===== config.mk =====
export PLATFORM = sky130hd
export DESIGN_NAME = oserdes_link_ctrl
export DESIGN_NICKNAME = d
export VERILOG_FILES = /design/src/rtl/oserdes_link_ctrl.sv
export SDC_FILE = /design/constraint.sdc
export NUM_CORES = 1
export LEC_CHECK = 0
export BUFFER_PORTS_ARGS = -buffer_cell sky130_fd_sc_hd__buf_2
export CAP_MARGIN = 20
export CORE_UTILIZATION = 45
export CTS_BUF_LIST = sky130_fd_sc_hd__clkbuf_8
export DETAILED_ROUTE_END_ITERATION = 8
export PLACE_DENSITY_LB_ADDON = 0.1
export SYNTH_ARGS = -nofsm -noshare
export SYNTH_HDL_FRONTEND = slang
export SYNTH_SLANG_ARGS = --single-unit

===== constraint.sdc =====
create_clock -name clk_i -period 2.05 [get_ports clk_i]
set_input_delay 0.1025 -clock clk_i [delete_from_list [all_inputs] [get_ports clk_i]]
set_output_delay 0.1025 -clock clk_i [all_outputs]
set_load 0.005 [all_outputs]

===== src/rtl/oserdes_link_ctrl.sv =====
// Sequences one 8:1 OSERDES transmit lane: serializer reset, fixed training word,
// then valid/ready forwarding of user bytes with idle-word insertion.
module oserdes_link_ctrl #(
  parameter int unsigned RST_CYCLES   = 16,
  parameter int unsigned TRAIN_CYCLES = 64,
  parameter logic [7:0]  TRAIN_WORD   = 8'h5C,
  parameter logic [7:0]  IDLE_WORD    = 8'hBC,
  parameter int unsigned CNT_W        = 16
) (
  input  logic        clk_i,
  input  logic        rst_i,
  output logic        serdes_rst_o,
  output logic        oce_o,
  output logic [7:0]  d_o,
  input  logic [7:0]  s_data_i,
  input  logic        s_valid_i,
  output logic        s_ready_o,
  input  logic        retrain_i,
  output logic        link_up_o,
  output logic [1:0]  state_o,
  output logic [15:0] word_count_o
);

  typedef enum logic [1:0] {
    StReset  = 2'b00,
    StTrain  = 2'b01,
    StActive = 2'b10,
    StUnused = 2'b11
  } state_e;

  localparam logic [CNT_W-1:0] RstLoad   = CNT_W'(RST_CYCLES - 1);
  localparam logic [CNT_W-1:0] TrainLoad = CNT_W'(TRAIN_CYCLES - 1);

  state_e            state_q, state_d;
  logic [CNT_W-1:0]  cnt_q, cnt_d;
  logic [7:0]        d_q, d_d;
  logic [15:0]       wc_q, wc_d;
  logic              xfer;

  assign s_ready_o = (state_q == StActive) && !retrain_i && !rst_i;
  assign xfer      = s_valid_i && s_ready_o;

  always_comb begin
    state_d      = state_q;
    cnt_d        = cnt_q;
    d_d          = IDLE_WORD;
    wc_d         = wc_q;
    serdes_rst_o = 1'b1;
    oce_o        = 1'b0;
    link_up_o    = 1'b0;
    unique case (state_q)
      StReset: begin
        if (cnt_q == '0) begin
          state_d = StTrain;
          cnt_d   = TrainLoad;
          d_d     = TRAIN_WORD;
        end else begin
          cnt_d = cnt_q - CNT_W'(1);
        end
      end
      StTrain: begin
        serdes_rst_o = 1'b0;
        oce_o        = 1'b1;
        if (retrain_i) begin
          cnt_d = TrainLoad;
          d_d   = TRAIN_WORD;
        end else if (cnt_q == '0) begin
          // First ACTIVE cycle shows the idle word.
          state_d = StActive;
        end else begin
          cnt_d = cnt_q - CNT_W'(1);
          d_d   = TRAIN_WORD;
        end
      end
      StActive: begin
        serdes_rst_o = 1'b0;
        oce_o        = 1'b1;
        link_up_o    = 1'b1;
        if (retrain_i) begin
          state_d = StTrain;
          cnt_d   = TrainLoad;
          d_d     = TRAIN_WORD;
        end else if (xfer) begin
          d_d  = s_data_i;
          wc_d = wc_q + 16'd1;
        end
      end
      StUnused: begin
        state_d = StReset;
        cnt_d   = RstLoad;
      end
      default: begin
        state_d = StReset;
        cnt_d   = RstLoad;
      end
    endcase
  end

  always_ff @(posedge clk_i) begin
    if (rst_i) begin
      state_q <= StReset;
      cnt_q   <= RstLoad;
      d_q     <= IDLE_WORD;
      wc_q    <= 16'd0;
    end else begin
      state_q <= state_d;
      cnt_q   <= cnt_d;
      d_q     <= d_d;
      wc_q    <= wc_d;
    end
  end

  assign d_o          = d_q;
  assign state_o      = state_q;
  assign word_count_o = wc_q;

endmodule


# ---- Word-level counts from Yosys, hierarchy flattened
# Cells that the tools add are included.
# Widths: inputs -> output; s select.
dict set report op_classes {
  n_addsub 2
  eq_ne 8
  n_mux 19
  bitwise_logic 1
  reduce_logical 11
}
# op n
set op_table {}
lappend op_table {{$mux 16} 4}
lappend op_table {{$pmux 16 s4} 1}
lappend op_table {{$mux 8} 5}
lappend op_table {{$pmux 8 s3} 1}
lappend op_table {{$add 16x1->16 const B} 1}
lappend op_table {{$logic_not 16->1} 1}
lappend op_table {{$sub 16x1->16 const B} 1}
lappend op_table {{$mux 2} 4}
lappend op_table {{$ne 2x2->1 const B} 4}
lappend op_table {{$pmux 2 s4} 1}
lappend op_table {{$eq 2x2->1 const B} 2}
lappend op_table {{$reduce_and 4->1} 1}
lappend op_table {{$logic_and 1x1->1} 3}
lappend op_table {{$mux 1} 3}
lappend op_table {{$ne 3x3->1 const B} 1}
lappend op_table {{$reduce_and 3->1} 1}
lappend op_table {{$eq 2x1->1 const B} 1}
lappend op_table {{$logic_not 1->1} 2}
lappend op_table {{$logic_not 2->1} 1}
lappend op_table {{$reduce_and 2->1} 1}
lappend op_table {{$reduce_or 2->1} 1}
lappend op_table {{$not 1->1} 1}
dict set report totals {
  reg_bits 42
  out_inout_bits 30
}

# ---- Depth between registers and ports, before layout
dict set report depth {
  ltp_word 7
  depth_mapped 9
}

# ---- Worst setup path after synthesis
# Ideal clock, no wire load.
dict set report synth_path {
  path_kind {reg2reg}
  startpoint {register state_q[0] (netlist: state_o[0])}
  endpoint {register wc_q[9] (netlist: word_count_o[9])}
  arrival_time_ns 2.029
  slack_ns -0.050
  stages_incl_launch_ff 9
  path_buffers 2
  cell_sequence {dfxtp_1 > inv_1 > ha_1 > clkbuf_1 > nand4bb_1 > or4_1 > clkbuf_1 > or3_1 > a21oi_1}
}
dict set report synth_between {
  elab_chain_cells 5
}
# element line
set synth_rtl {}
lappend synth_rtl {{start, declared} 34} ;# state_e state_q, state_d;
lappend synth_rtl {{start signal, assigned} 101} ;# state_q <= StReset;
lappend synth_rtl {{start signal, assigned} 106} ;# state_q <= state_d;
lappend synth_rtl {{$eq 2x2->1 (*)} {40, 51}}
lappend synth_rtl {{$logic_and 1x1->1 (2 in a row)} 40} ;# assign s_ready_o = (state_q == StActive) && !retrain_i && !rst_i;
lappend synth_rtl {{$logic_and 1x1->1} 41} ;# assign xfer = s_valid_i && s_ready_o;
lappend synth_rtl {{$reduce_and 3->1 (no source line) (*)} --}
lappend synth_rtl {{end signal, assigned} 109} ;# wc_q <= wc_d;
lappend synth_rtl {{end, declared} 37} ;# logic [15:0] wc_q, wc_d;
# Every way passes the cells marked *; elsewhere a longest branch is shown, timed or not.
# A chain may end at the register's enable or synchronous reset.

# ---- Worst setup path in the final report
dict set report layout_path {
  startpoint {register cnt_q[8]}
  endpoint {register state_q[0] (netlist: state_o[0])}
}
dict set report layout_between {
  elab_chain_cells 3
  word_cells_on_any_way 4
  classes_between {eq/ne: 2; reduce/logical: 2}
}
# element line
set layout_rtl {}
lappend layout_rtl {{start, declared} 35} ;# logic [CNT_W-1:0] cnt_q, cnt_d;
lappend layout_rtl {{start signal, assigned} 102} ;# cnt_q <= RstLoad;
lappend layout_rtl {{start signal, assigned} 107} ;# cnt_q <= cnt_d;
lappend layout_rtl {{$logic_not 16->1 (*)} {53, 67}}
lappend layout_rtl {{$ne 2x2->1 (no source line)} --}
lappend layout_rtl {{$reduce_and 4->1 (no source line) (*)} --}
# Marked as above.

==> impl_metrics.env <==
export IMPL_outcome="finished, final reports clean"
export IMPL_syn_nets=256
export IMPL_gr_total_overflow=0
export IMPL_drive_gt1_share_pct=36.22
export IMPL_synthTopCellsByCount="42 x dfxtp_1, 31 x nor2_1, 21 x nand2_1"
export IMPL_start_util_pct=47.73
export IMPL_worstPathRequired_ps=2210
export IMPL_viasPerCell=5.354
export IMPL_pre_cts_ws_ps=-34.47
export IMPL_total_power_mw=1.871
export IMPL_numCtsBuffers=5
export IMPL_clock_power_share_pct=26.3
export IMPL_clk_pin_slew_worst_paths_ps=80
export IMPL_critPathArrivalTime_ps=2210
export IMPL_yosys_cell_count_top_type="dfxtp_1"
export IMPL_vdd_drop_max_uv=346.9
export IMPL_crit_path_max_fanout=6
export IMPL_htreeDepth=2
export IMPL_clk_path_buf_depth=2
export IMPL_async_flop_share_pct=0
export IMPL_fin_crit_ps=2045
export IMPL_synthFlopType="dfxtp_1"
export IMPL_pwr_share_seq_pct=48.1
export IMPL_cts_hold_fix_buffers=0
export IMPL_p_per_area_nw_per_um2=673.4
export IMPL_grt_pass1_wl_um=8362
export IMPL_dp_cells=350
export IMPL_crit_chain="or4_4 > or4_1 > o21ai_1 > a311o_1 > o41ai_1"
export IMPL_worstSkewPairLatency_ps=290
export IMPL_worstMarginPinSlew_ps=514.0
export IMPL_yosys_area_share_adder_pct=4.157
export IMPL_skew_ps=7.857
export IMPL_synth_mux_area_share_pct=0
export IMPL_synth_top_family_by_area="simple AND/OR/NAND/NOR gates"
export IMPL_dpl_cell_area_um2=2560
export IMPL_synth_largest_area_cell="dfxtp_1"
export IMPL_final_area_um2=2779
export IMPL_globalplace_congestion=0.8502
export IMPL_worstSetupPathType="reg2reg"
export IMPL_slew_headroom_pct=65.42
export IMPL_io_buffers=41
export IMPL_drt_initial_drc_count=97
export IMPL_dieArea_um2=4960
export IMPL_drv_cap=0
export IMPL_rsz0062_at_grt="yes"
export IMPL_fin_crit_sh_pct=99.74
export IMPL_p_int_mw=1.340
export IMPL_hp_class="in2reg"
export IMPL_clock_sinks=42
export IMPL_ant_nets=0
export IMPL_whs_ps=36.70
export IMPL_yosysTopAreaCellShare_pct=39.90
export IMPL_hpwl_um=3599
export IMPL_num_fill_cells=395
export IMPL_startpoint_type="flop"
export IMPL_die_w_um=70.43
export IMPL_max_freq_mhz=489.1
export IMPL_firstDrtPassIters=4
export IMPL_vias=1949
export IMPL_grt_max_degree=33
export IMPL_core_area_um2=4414
export IMPL_cts_tree="done"
export IMPL_antenna_cells=0
export IMPL_p_comb_share_pct=25.6
export IMPL_grt_antenna_before_repair=0
export IMPL_swShare_pct=28.40
export IMPL_synth_area_leaders="dfxtp_1 40%, nor2_1 5.5%, xnor2_1 4.6%"
export IMPL_finalSetupViolations=0
export IMPL_synth_xor_area_share_pct=8.729
export IMPL_grt_pass1_vias=1866
export IMPL_syn_to_final_growth_pct=31.89
export IMPL_r2r_slack_ps=5
export IMPL_power_switching_mw=0.5314
export IMPL_tns_ps=0
export IMPL_rows=24
export IMPL_p_leak_nw=1.159
export IMPL_cts_root_buf="clkbuf_8"
export IMPL_syn_inst=237
export IMPL_utilization_pct=62.95
export IMPL_wl_per_cell_um=13.88
export IMPL_die_h_um=70.43
export IMPL_syn_area_um2=2107
export IMPL_setup_slack_ps=5.387
export IMPL_end_kind="flop"
export IMPL_ys_types=47
export IMPL_yosysWarningCount=0
export IMPL_yosys_area_share_simple_pct=27.08
export IMPL_routed_wl_um=5052
export IMPL_fin_cells=364
export IMPL_synth_compound_area_share_pct=16.86
export IMPL_hold_viol_final=0
export IMPL_nets=331
export IMPL_cp_slowest_stage_delay_ps=590
export IMPL_num_io_pins=42
export IMPL_synth_seq_cells=42
export IMPL_drc=0
export IMPL_drv_slew=0
export IMPL_track_usage_pct=21.28
export IMPL_yosysSeqAreaShare_pct=39.90
export IMPL_synth_avg_cell_area_um2=8.890
export IMPL_synth_edf_count=0
export IMPL_cpMaxStageDelayCell="or4_4"
cells in the final DEF, fill, tap and decap left out, types with 2 or more instances in the layout:
| cell | n |
|---|---|
| a21oi_2 | 2 |
| inv_2 | 2 |
| inv_1 | 5 |
| nor4_2 | 3 |
| or4_1 | 2 |
| dfxtp_2 | 2 |
| or3_1 | 6 |
| o41ai_1 | 4 |
| or4_4 | 3 |
| nor2_1 | 31 |
| a21oi_1 | 11 |
| dfxtp_1 | 40 |
| a21o_1 | 2 |
| clkbuf_8 | 5 |
| nand2_1 | 20 |
| xor2_1 | 10 |
| a221o_1 | 3 |
| nor3_1 | 7 |
| and2_1 | 2 |
| or4b_1 | 3 |
| buf_4 | 35 |
| buf_2 | 41 |
| nor3b_1 | 2 |
| nand4_1 | 9 |
| and3_1 | 2 |
| o211ai_1 | 2 |
| xnor2_1 | 11 |
| a2111oi_2 | 2 |
| ha_1 | 6 |
| or2_2 | 3 |
| o21ai_0 | 8 |
| clkinv_2 | 2 |
| o21bai_4 | 2 |
power groups by stage:
stage / Sequential, mW / Combinational (mW) / Clock, mW
floorplan: 0.928 / 0.223 / 0
global placement: 0.913 / 0.419 / 0
detailed placement: 0.914 / 0.425 / 0
CTS: 0.895 / 0.457 / 0.520
global route: 0.903 / 0.521 / 0.547
finish: 0.900 / 0.478 / 0.493
final cells by class:
class	instances	area [um^2]	share of cell area, %
Multi-Input combinational cell	179	1286	46.29
Timing Repair Buffer	77	479.2	17.24
Inverter	7	26.28	0.9455
Clock buffer	5	68.82	2.476
Clock inverter	2	10.01	0.3602
Tap cell	52	65.06	2.341
Sequential cell	42	843.3	30.35
sequential cells by signal (all words and copies together), names as in the netlist:
name and cells:
cnt_q 16, word_count_o 16, d_o 8, state_o 2
critical path: cells and delay by family (launching register included):
family	cells	cell delay, ps
flops	1	320
compound gates	3	430
simple gates	2	1170
metal layers:
layer | track usage (%) | part of all wire (%) | up-vias
li1 | - | - | 1004
met1 | 26.61 | 47 | 900
met3 | 5.772 | 4.3 | 7
met2 | 34.81 | 47 | 38
met5 | 0 | 0 | -
met4 | 7.778 | 1.2 | 0
final timing paths:
kind               start         end  depth (start not counted)
max             cnt_q[8]  state_o[0]                          5
min          s_data_i[1]      d_o[1]                          2
max reg2reg     cnt_q[8]  state_o[0]                          5
min reg2reg    cnt_q[11]   cnt_q[11]                          2
what timing repair did:
item                       CTS  global route
buffers inserted             2             4
gates cloned                 1             0
setup endpoints to repair   11            21
pin swaps                    1             7
gates resized for setup      5            16
cell families (layout without fill, tap and decap cells):
kind of cell               count (synthesis)  in the layout
and+or+nand+nor                          104            104
DFF                                       42             42
AOI/OAI and AO/OA                         46             47
xor gates and xnor gates                  21             21
adders and majority gates                  7              7
buffers and inverters                     17             91
No activity file was read; power rests on OpenSTA's default activity.
